--- src/rtl/wavetable_voice_sequencer_pkg.sv ---
// Shared types and helpers for the wavetable voice sequencer.
//   state_t      : sequencer FSM encoding
//   DEF_*        : default parameter values for the top module
//   saturate()   : clip a wide signed value to a signed range of width w
package wavetable_voice_sequencer_pkg;

    typedef enum logic [1:0] {
        ST_IDLE   = 2'd0,
        ST_ISSUE  = 2'd1,
        ST_WAIT   = 2'd2,
        ST_OUTPUT = 2'd3
    } state_t;

    localparam int DEF_NUM_VOICES = 8;
    localparam int DEF_PHASE_W    = 32;
    localparam int DEF_ADDR_W     = 10;
    localparam int DEF_SAMPLE_W   = 16;
    localparam int DEF_MEM_LAT    = 2;
    localparam int DEF_GAIN_SHIFT = 2;

    // Working width for saturate(); callers sign-extend into it and truncate out.
    localparam int SAT_W = 64;

    function automatic logic signed [SAT_W-1:0] saturate(
        input logic signed [SAT_W-1:0] y,
        input int unsigned             w
    );
        logic signed [SAT_W-1:0] one;
        logic signed [SAT_W-1:0] hi;
        logic signed [SAT_W-1:0] lo;
        one = 1;
        hi  = (one <<< (w - 1)) - one;
        lo  = -(one <<< (w - 1));
        if (y > hi)
            return hi;
        else if (y < lo)
            return lo;
        else
            return y;
    endfunction

endpackage

--- src/rtl/wavetable_voice_sequencer_lrclk_edge_sync.sv ---
// Brings an asynchronous frame clock into the clk domain and flags its
// rising edges.
//   clk        : destination clock
//   rst_n      : asynchronous active-low reset
//   async_in   : asynchronous level (e.g. lrclk)
//   rise_pulse : one-cycle pulse on each synchronized rising edge
module lrclk_edge_sync (
    input  logic clk,
    input  logic rst_n,
    input  logic async_in,
    output logic rise_pulse
);

    logic sync1;
    logic sync2;
    logic sync_prev;

    always_ff @(posedge clk or negedge rst_n) begin
        if (!rst_n) begin
            sync1     <= 1'b0;
            sync2     <= 1'b0;
            sync_prev <= 1'b0;
        end else begin
            sync1     <= async_in;
            sync2     <= sync1;
            sync_prev <= sync2;
        end
    end

    assign rise_pulse = sync2 & ~sync_prev;

endmodule

--- src/rtl/wavetable_voice_sequencer.sv ---
// Time-multiplexed wavetable playback controller. Each rising lrclk edge
// walks all voices, issues one wavetable read per enabled voice, sums the
// returned samples and publishes one saturated mix sample.
//   clk, rst_n        : system clock, asynchronous active-low reset
//   lrclk             : frame clock (asynchronous)
//   cfg_*             : per-voice increment / enable / phase-clear write port
//   mem_rd, mem_addr  : wavetable read strobe and address
//   mem_rdata         : read data, valid MEM_LAT cycles after mem_rd
//   sample_out        : mixed sample, held between frames
//   sample_valid      : one-cycle pulse when sample_out updates
//   busy              : frame in progress
//   overrun, overrun_clr : sticky "frame edge while busy" flag and its clear
//
// state     | meaning
// ----------+------------------------------------------------------------
// ST_IDLE   | waiting for a frame strobe
// ST_ISSUE  | one cycle per voice: read if enabled, otherwise skip
// ST_WAIT   | MEM_LAT cycles of read latency; accumulate on the last one
// ST_OUTPUT | scale, saturate and publish the mix
module wavetable_voice_sequencer
    import wavetable_voice_sequencer_pkg::*;
#(
    parameter int NUM_VOICES = DEF_NUM_VOICES,
    parameter int PHASE_W    = DEF_PHASE_W,
    parameter int ADDR_W     = DEF_ADDR_W,
    parameter int SAMPLE_W   = DEF_SAMPLE_W,
    parameter int MEM_LAT    = DEF_MEM_LAT,
    parameter int GAIN_SHIFT = DEF_GAIN_SHIFT
) (
    input  logic                          clk,
    input  logic                          rst_n,
    input  logic                          lrclk,
    input  logic                          cfg_we,
    input  logic [$clog2(NUM_VOICES)-1:0] cfg_voice,
    input  logic [PHASE_W-1:0]            cfg_inc,
    input  logic                          cfg_en,
    input  logic                          cfg_phase_clr,
    output logic                          mem_rd,
    output logic [ADDR_W-1:0]             mem_addr,
    input  logic signed [SAMPLE_W-1:0]    mem_rdata,
    output logic signed [SAMPLE_W-1:0]    sample_out,
    output logic                          sample_valid,
    output logic                          busy,
    output logic                          overrun,
    input  logic                          overrun_clr
);

    localparam int VW    = $clog2(NUM_VOICES);
    localparam int ACC_W = SAMPLE_W + VW;
    localparam int CNT_W = $clog2(MEM_LAT + 1);

    state_t state;
    state_t state_next;

    logic                    frame_strobe;
    logic [VW-1:0]           v;
    logic [CNT_W-1:0]        wait_cnt;
    logic signed [ACC_W-1:0] acc;
    logic signed [ACC_W-1:0] acc_scaled;
    logic [SAMPLE_W-1:0]     sample_next;
    logic                    last_voice;
    logic                    wait_done;

    logic [PHASE_W-1:0]      phase [NUM_VOICES];
    logic [PHASE_W-1:0]      inc   [NUM_VOICES];
    logic [NUM_VOICES-1:0]   en;

    lrclk_edge_sync u_lrclk_sync (
        .clk        (clk),
        .rst_n      (rst_n),
        .async_in   (lrclk),
        .rise_pulse (frame_strobe)
    );

    assign last_voice = (v == VW'(NUM_VOICES - 1));
    assign wait_done  = (wait_cnt == '0);

    // FSM: state register
    always_ff @(posedge clk or negedge rst_n) begin
        if (!rst_n)
            state <= ST_IDLE;
        else
            state <= state_next;
    end

    // FSM: next state
    always_comb begin
        state_next = state;
        case (state)
            ST_IDLE: begin
                if (frame_strobe)
                    state_next = ST_ISSUE;
            end
            ST_ISSUE: begin
                if (en[v])
                    state_next = ST_WAIT;
                else if (last_voice)
                    state_next = ST_OUTPUT;
            end
            ST_WAIT: begin
                if (wait_done)
                    state_next = last_voice ? ST_OUTPUT : ST_ISSUE;
            end
            ST_OUTPUT: begin
                state_next = ST_IDLE;
            end
            default: begin
                state_next = ST_IDLE;
            end
        endcase
    end

    // FSM: outputs
    always_comb begin
        mem_rd   = 1'b0;
        mem_addr = '0;
        busy     = (state != ST_IDLE);
        if (state == ST_ISSUE && en[v]) begin
            mem_rd   = 1'b1;
            mem_addr = phase[v][PHASE_W-1 -: ADDR_W];
        end
    end

    // Per-voice configuration and phase accumulators. The config write is
    // placed after the ISSUE increment so a same-cycle phase clear wins.
    always_ff @(posedge clk or negedge rst_n) begin
        if (!rst_n) begin
            for (int i = 0; i < NUM_VOICES; i++) begin
                phase[i] <= '0;
                inc[i]   <= '0;
            end
            en <= '0;
        end else begin
            for (int i = 0; i < NUM_VOICES; i++) begin
                if (state == ST_ISSUE && en[i] && v == VW'(i))
                    phase[i] <= phase[i] + inc[i];
                if (cfg_we && cfg_voice == VW'(i)) begin
                    inc[i] <= cfg_inc;
                    en[i]  <= cfg_en;
                    if (cfg_phase_clr)
                        phase[i] <= '0;
                end
            end
        end
    end

    assign acc_scaled  = acc >>> GAIN_SHIFT;
    assign sample_next = SAMPLE_W'(saturate(SAT_W'(acc_scaled), SAMPLE_W));

    // Voice walk, latency down-counter, accumulator and output register.
    always_ff @(posedge clk or negedge rst_n) begin
        if (!rst_n) begin
            v            <= '0;
            wait_cnt     <= '0;
            acc          <= '0;
            sample_out   <= '0;
            sample_valid <= 1'b0;
        end else begin
            sample_valid <= 1'b0;
            case (state)
                ST_IDLE: begin
                    if (frame_strobe) begin
                        acc <= '0;
                        v   <= '0;
                    end
                end
                ST_ISSUE: begin
                    wait_cnt <= CNT_W'(MEM_LAT - 1);
                    if (!en[v] && !last_voice)
                        v <= v + VW'(1);
                end
                ST_WAIT: begin
                    if (wait_done) begin
                        acc <= acc + ACC_W'(mem_rdata);
                        if (!last_voice)
                            v <= v + VW'(1);
                    end else begin
                        wait_cnt <= wait_cnt - CNT_W'(1);
                    end
                end
                ST_OUTPUT: begin
                    sample_out   <= sample_next;
                    sample_valid <= 1'b1;
                end
                default: ;
            endcase
        end
    end

    // Sticky overrun; a new set event takes priority over the clear.
    always_ff @(posedge clk or negedge rst_n) begin
        if (!rst_n)
            overrun <= 1'b0;
        else if (frame_strobe && state != ST_IDLE)
            overrun <= 1'b1;
        else if (overrun_clr)
            overrun <= 1'b0;
    end

endmodule

--- config.mk ---
export PLATFORM = sky130hd
export DESIGN_NAME = wavetable_voice_sequencer
export DESIGN_NICKNAME = d
export VERILOG_FILES = /design/src/rtl/wavetable_voice_sequencer_pkg.sv /design/src/rtl/wavetable_voice_sequencer_lrclk_edge_sync.sv /design/src/rtl/wavetable_voice_sequencer.sv
export SDC_FILE = /design/constraint.sdc
export NUM_CORES = 1
export LEC_CHECK = 0
export BUFFER_PORTS_ARGS = -buffer_cell sky130_fd_sc_hd__buf_2
export CORE_ASPECT_RATIO = 1.75
export CORE_UTILIZATION = 30
export DETAILED_ROUTE_END_ITERATION = 7
export SLEW_MARGIN = 20
export SYNTH_ARGS = -nofsm -noshare
export SYNTH_HDL_FRONTEND = slang
export SYNTH_HIERARCHICAL = 1
export SYNTH_SLANG_ARGS = --single-unit
--- constraint.sdc ---
create_clock -name clk -period 4.6 [get_ports clk]
set_input_delay 0.46 -clock clk [delete_from_list [all_inputs] [get_ports clk]]
set_output_delay 0.46 -clock clk [all_outputs]
set_load 0.02 [all_outputs]
* Word level (Yosys, flattened, before mapping)
Cells that the tools add are included.
** Operators by class
- $add $sub $neg :: 11
- $lt $le $gt $ge :: 4
- Equal/unequal tests :: 23
- Muxes and demuxes :: 52
- Bitwise logic cells :: 3
- Reductions and logical operators :: 42
** Operators by type and width (number)
- $mux 32 :: 26
- $add 32x32->32 :: 8
- $bmux 32 s3 :: 1
- $mux 19 :: 2
- $pmux 19 s2 :: 1
- $mux 16 :: 2
- $logic_and 1x1->1 :: 27
- $eq 3x3->1 const B :: 8
- $add 19x16->19 :: 1
- $gt 17x16->1 const B :: 1
- $lt 17x16->1 const B :: 1
- $eq 3x2->1 const B :: 4
- $mux 2 :: 6
- $mux 3 :: 4
- $mux 10 :: 1
- $pmux 3 s3 :: 1
- $ne 2x2->1 const B :: 4
- $pmux 2 s4 :: 1
- $reduce_bool 2->1 :: 4
- $eq 3x1->1 const B :: 2
- $logic_not 3->1 :: 2
- $reduce_and 3->1 :: 2
- $mux 1 :: 5
- $reduce_and 5->1 :: 1
- other kinds (17) :: 20
** Storage, ports and cells
- Bits in registers :: 567
- Bits of input ports :: 58
- Logic and storage cells :: 169

* Depth between registers and ports, before layout
- Word-level depth :: 6
- Gate-level depth with buffers :: 13
- Mapped depth without buffers :: 13

* Hierarchy
The synthesis kept the hierarchy.
** Modules (own cells, without submodules)
- wavetable_voice_sequencer :: instances 1, cells an instance 3771, area each 35637.9 um^2
- lrclk_edge_sync :: instances 1, cells an instance 4, area each 88.8 um^2

* Worst setup path before layout
OpenSTA, ideal clock, no wires.
- Kind :: register to register
- Start point :: register phase[0] (netlist name)
- End point :: register phase[30] (netlist name)
- Data arrival time :: 2.909 ns
- Path slack :: 1.565 ns
- Cell stages (with the launch flop) :: 13
- Buffers on the path :: 0
- Clock period less this slack :: 3.035 ns
- Cells stage by stage :: dfrtp_1 -> ha_1 -> fa_1 -> a21oi_1 -> o21ai_0 -> a21oi_1 -> o21ai_0 -> a31oi_1 -> o221ai_1 -> a211oi_1 -> nor2_1 -> mux2i_1 -> a311o_1
** On the way
- Cells in the longest elaborated chain, start to end :: 4
** RTL lines
- start: declaration :: RTL line wavetable_voice_sequencer.sv:64 : logic [PHASE_W-1:0] phase [NUM_VOICES];
- start signal: indexed assignment :: RTL line wavetable_voice_sequencer.sv:136 : phase[i] <= phase[i] + inc[i];
- $add 32x32->32 (*) :: RTL line wavetable_voice_sequencer.sv:136
- $mux 32 (*) :: RTL line wavetable_voice_sequencer.sv:135 : if (state == ST_ISSUE && en[i] && v == VW'(i))
- $mux 32 :: RTL line wavetable_voice_sequencer.sv:140 : if (cfg_phase_clr)
- $mux 32 (*) :: RTL line wavetable_voice_sequencer.sv:137 : if (cfg_we && cfg_voice == VW'(i)) begin
Every way passes the cells marked *; elsewhere a longest branch is shown, timed or not.
A chain may end at the register's enable or synchronous reset.

* Worst setup path after layout
- Start point :: register v[0]
- End point :: output port mem_addr[1]
** On the way
- Cells in the longest elaborated chain, start to end :: 5
- Elaborated cells between the ends (all ways) :: 8
- Those cells by class :: mux: 6; bitwise: 1; reduce/logical: 1
** RTL lines
- start: declaration :: RTL line wavetable_voice_sequencer.sv:56 : logic [VW-1:0] v;
- start signal: assignment :: RTL line wavetable_voice_sequencer.sv:170 : v <= v + VW'(1);
- start signal: assignment :: RTL line wavetable_voice_sequencer.sv:176 : v <= v + VW'(1);
- $not 3->4 (not written as such) :: RTL line wavetable_voice_sequencer.sv:120 : mem_addr = phase[v][PHASE_W-1 -: ADDR_W];
- $bmux 32 s3 :: RTL line wavetable_voice_sequencer.sv:120
- $mux 32 (not written as such) (2 in a row) :: RTL line wavetable_voice_sequencer.sv:120
- $mux 10 (*) :: RTL line wavetable_voice_sequencer.sv:118 : if (state == ST_ISSUE && en[v]) begin
- end: declaration :: RTL line wavetable_voice_sequencer.sv:39 : output logic [ADDR_W-1:0] mem_addr,
Every way passes the cells marked *; elsewhere a longest branch is shown, timed or not. The select of a mux whose other input is x is not followed.

==> results.json <==
{
  "die_x_um": 263,
  "cts_tree": "yes",
  "globalRouteOverflowTotal": 0,
  "finalSetupTns_ns": 0,
  "layout_commonest_cell": "dfrtp_1",
  "drt-total-wl_um": 106000,
  "synth-main-ff-cell": "dfrtp_1",
  "hold_class": "in2reg",
  "power_density_nw_per_um2": 622,
  "io-pin-count": 88,
  "syn_nets": 4119,
  "clk_latency_ns": 0.65,
  "period_needed_ns": 3.73,
  "r2r_start": "phase[0]$_DFF_PN0_",
  "max_slew.worst_pin.slew_ns": 1.12,
  "drc": 0,
  "fin_skew_ns": 0.0261,
  "drt-initial-drc-count": 1471,
  "htreeDepth": 2,
  "crit_path_max_fanout": 16,
  "vias": 28600,
  "antenna_found_initial": 15,
  "endpoint_kind": "primary output",
  "maxCapViolations": 0,
  "outcome": "finished, final reports clean",
  "final_cell_mix": "dfrtp_1 (567), nand2_1 (557), a21oi_1 (429)",
  "relSlewSlack_pct": 25.3,
  "seq_area_frac_synth_pct": 39.7,
  "setup_viol": 0,
  "hold_viol": 0,
  "dr.pass1.iters": 5,
  "wire_per_inst_um": 19.6,
  "grt_max_degree": 111,
  "syn2layout_area_growth_pct": 11.6,
  "cp.arrival_ns": 3.27,
  "reg2reg_depth": 12,
  "clk_pin_slew_ns": 0.06,
  "die_height_um": 459,
  "initial_core_util_pct": 30.2,
  "holdWs_ns": 0.188,
  "critPathLaunchType": "register",
  "avgSynthCellArea_sq_um": 9.46,
  "synth_cell_types": 82,
  "synth_warnings": 6,
  "async_flop_share_pct": 100,
  "hold_depth": 3,
  "hold_start": "mem_rdata[0]",
  "period_share_pct": 81.2,
  "portBuffers": 87,
  "finalNetCount": 4155,
  "crit_required_ns": 4.14,
  "final.fill_count": 12100,
  "netlist_instances": 3775,
  "rsz0062_at_grt": "no",
  "cts_resized": 0,
  "grt_pass1_vias": 29500,
  "startpoint": "v[0]$_DFFE_PN0P_",
  "synth_enable_flop_cells": 0,
  "fmax_ghz": 0.268,
  "synth_seq_cells": 567,
  "maxSlewViolCount": 0,
  "netlist_area_sq_um": 35700,
  "gp_congestion": 0.905,
  "hpwl_um": 76400,
  "p_leak_nw": 18.1,
  "peakVddDrop_mv": 0.303,
  "coreArea_sq_um": 118000,
  "placementRows": 167,
  "cts_max_path_buffers": 3,
  "grt_usage_pct": 17.5,
  "cts-root-buf": "clkbuf_16",
  "viasPerCell": 5.32,
  "antenna_left": 0,
  "cts_sinks": 567,
  "dieArea_sq_um": 121000,
  "critical_path_class": "reg2out",
  "grt_pass1_wl_um": 165000,
  "cts_buffers": 54,
  "drive_gt1_share_pct": 15.2
}
[state kept, by name, indices dropped and copies added (netlist names), 2 cells and up]
signal / flops
inc: 256
phase: 256
acc: 19
sample_out: 16
en: 8
v: 3
state: 2
wait_cnt: 2
[synthesized netlist by cell type (24+ instances only)]
library cell | number | area share (%)
a211oi_1 | 41 | 0.86
nand2_1 | 557 | 5.9
nand4_1 | 30 | 0.53
nor2_1 | 198 | 2.1
xor2_1 | 68 | 1.7
clkbuf_1 | 155 | 1.6
o21bai_1 | 31 | 0.65
a21oi_1 | 429 | 6.0
nand2b_1 | 24 | 0.42
and3_1 | 34 | 0.60
ha_1 | 277 | 9.7
nor3_1 | 47 | 0.66
dfrtp_1 | 567 | 40
xnor2_1 | 140 | 3.4
a31oi_1 | 43 | 0.75
nor2b_1 | 27 | 0.47
o21ai_0 | 198 | 2.8
a21o_1 | 129 | 2.7
mux2_2 | 281 | 8.9
nand3_1 | 98 | 1.4
inv_1 | 79 | 0.83
[worst max-delay path, stage by stage, from the launching register on]
cell and delay (ns):
dfrtp_1 0.84, buf_4 0.36, mux4_2 0.55, nand2_1 0.08, nand2_1 0.13, nand2_1 0.36, a21oi_1 0.09, buf_2 0.20
[path summary, 6_finish.rpt]
path,slack [ns],end
min,0.19,acc[0]$_DFFE_PN0P_
max in group asynchronous,2.99,inc[161]$_DFFE_PN0P_
min reg2reg,0.36,u_lrclk_sync/sync2$_DFF_PN0_
min in group asynchronous,0.39,inc[105]$_DFFE_PN0P_
max,0.87,mem_addr[1]
max reg2reg,0.89,phase[30]$_DFF_PN0_
[final cells by class]
cell class	count	area [sq um]	share of cell area, %
flip-flops and latches	567	14200	35.6
multi-input cells	2967	20700	51.9
repair buffers	140	901	2.26
diodes	4	10.0	0.0251
clock buffers	70	1540	3.85
clock inverters	31	337	0.844
inverters	81	304	0.762
well taps	1521	1900	4.77
[metrics by stage]
stage               util (%)  total power, W  std cells  area [sq um]  setup WS, ns
global placement        32.1          0.0198       5273         38000         0.898
CTS                     33.7          0.0249       5377         39900         0.848
floorplan                  -          0.0170       3775         35700          1.56
global route            33.7          0.0267       5378         39900         0.536
detailed placement      32.1          0.0200       5273         38000         0.880
finish                  33.7          0.0248       5381         39900         0.866
[layer usage]
layer  track usage (%)  up-vias  wire length [um]
met5                 0        -                69
met4              11.0       12              7130
met3              2.19      246              4050
met2              33.4      596             55700
met1              17.9    14100             38600
li1                  -    13600                 -
[where the power goes]
part	total, W	switching [W]	internal [W]
registers	0.00778	0.00127	0.00651
logic	0.0122	0.00690	0.00531
clock network	0.00480	0.00210	0.00270
total	0.0248	0.0103	0.0145
[logic make-up (layout without fill, tap and decap cells)]
group | count (synthesis) | after routing | synth area share, %
other cells | 0 | 4 | 0
flops | 567 | 567 | 39.7
compound gates | 1026 | 1026 | 17.4
fa+ha+maj | 301 | 301 | 10.6
simple gates | 1121 | 1121 | 14.2
xor+xnor | 208 | 208 | 5.10
mux | 311 | 311 | 10.5
buf+inv | 241 | 322 | 2.54
[what timing repair did]
action	CTS	global route
endpoints found under the hold margin	84	0
endpoints found under the setup margin	0	0
hold buffers	3	0
setup buffers	0	0
(Power assumes the default switching activity.)
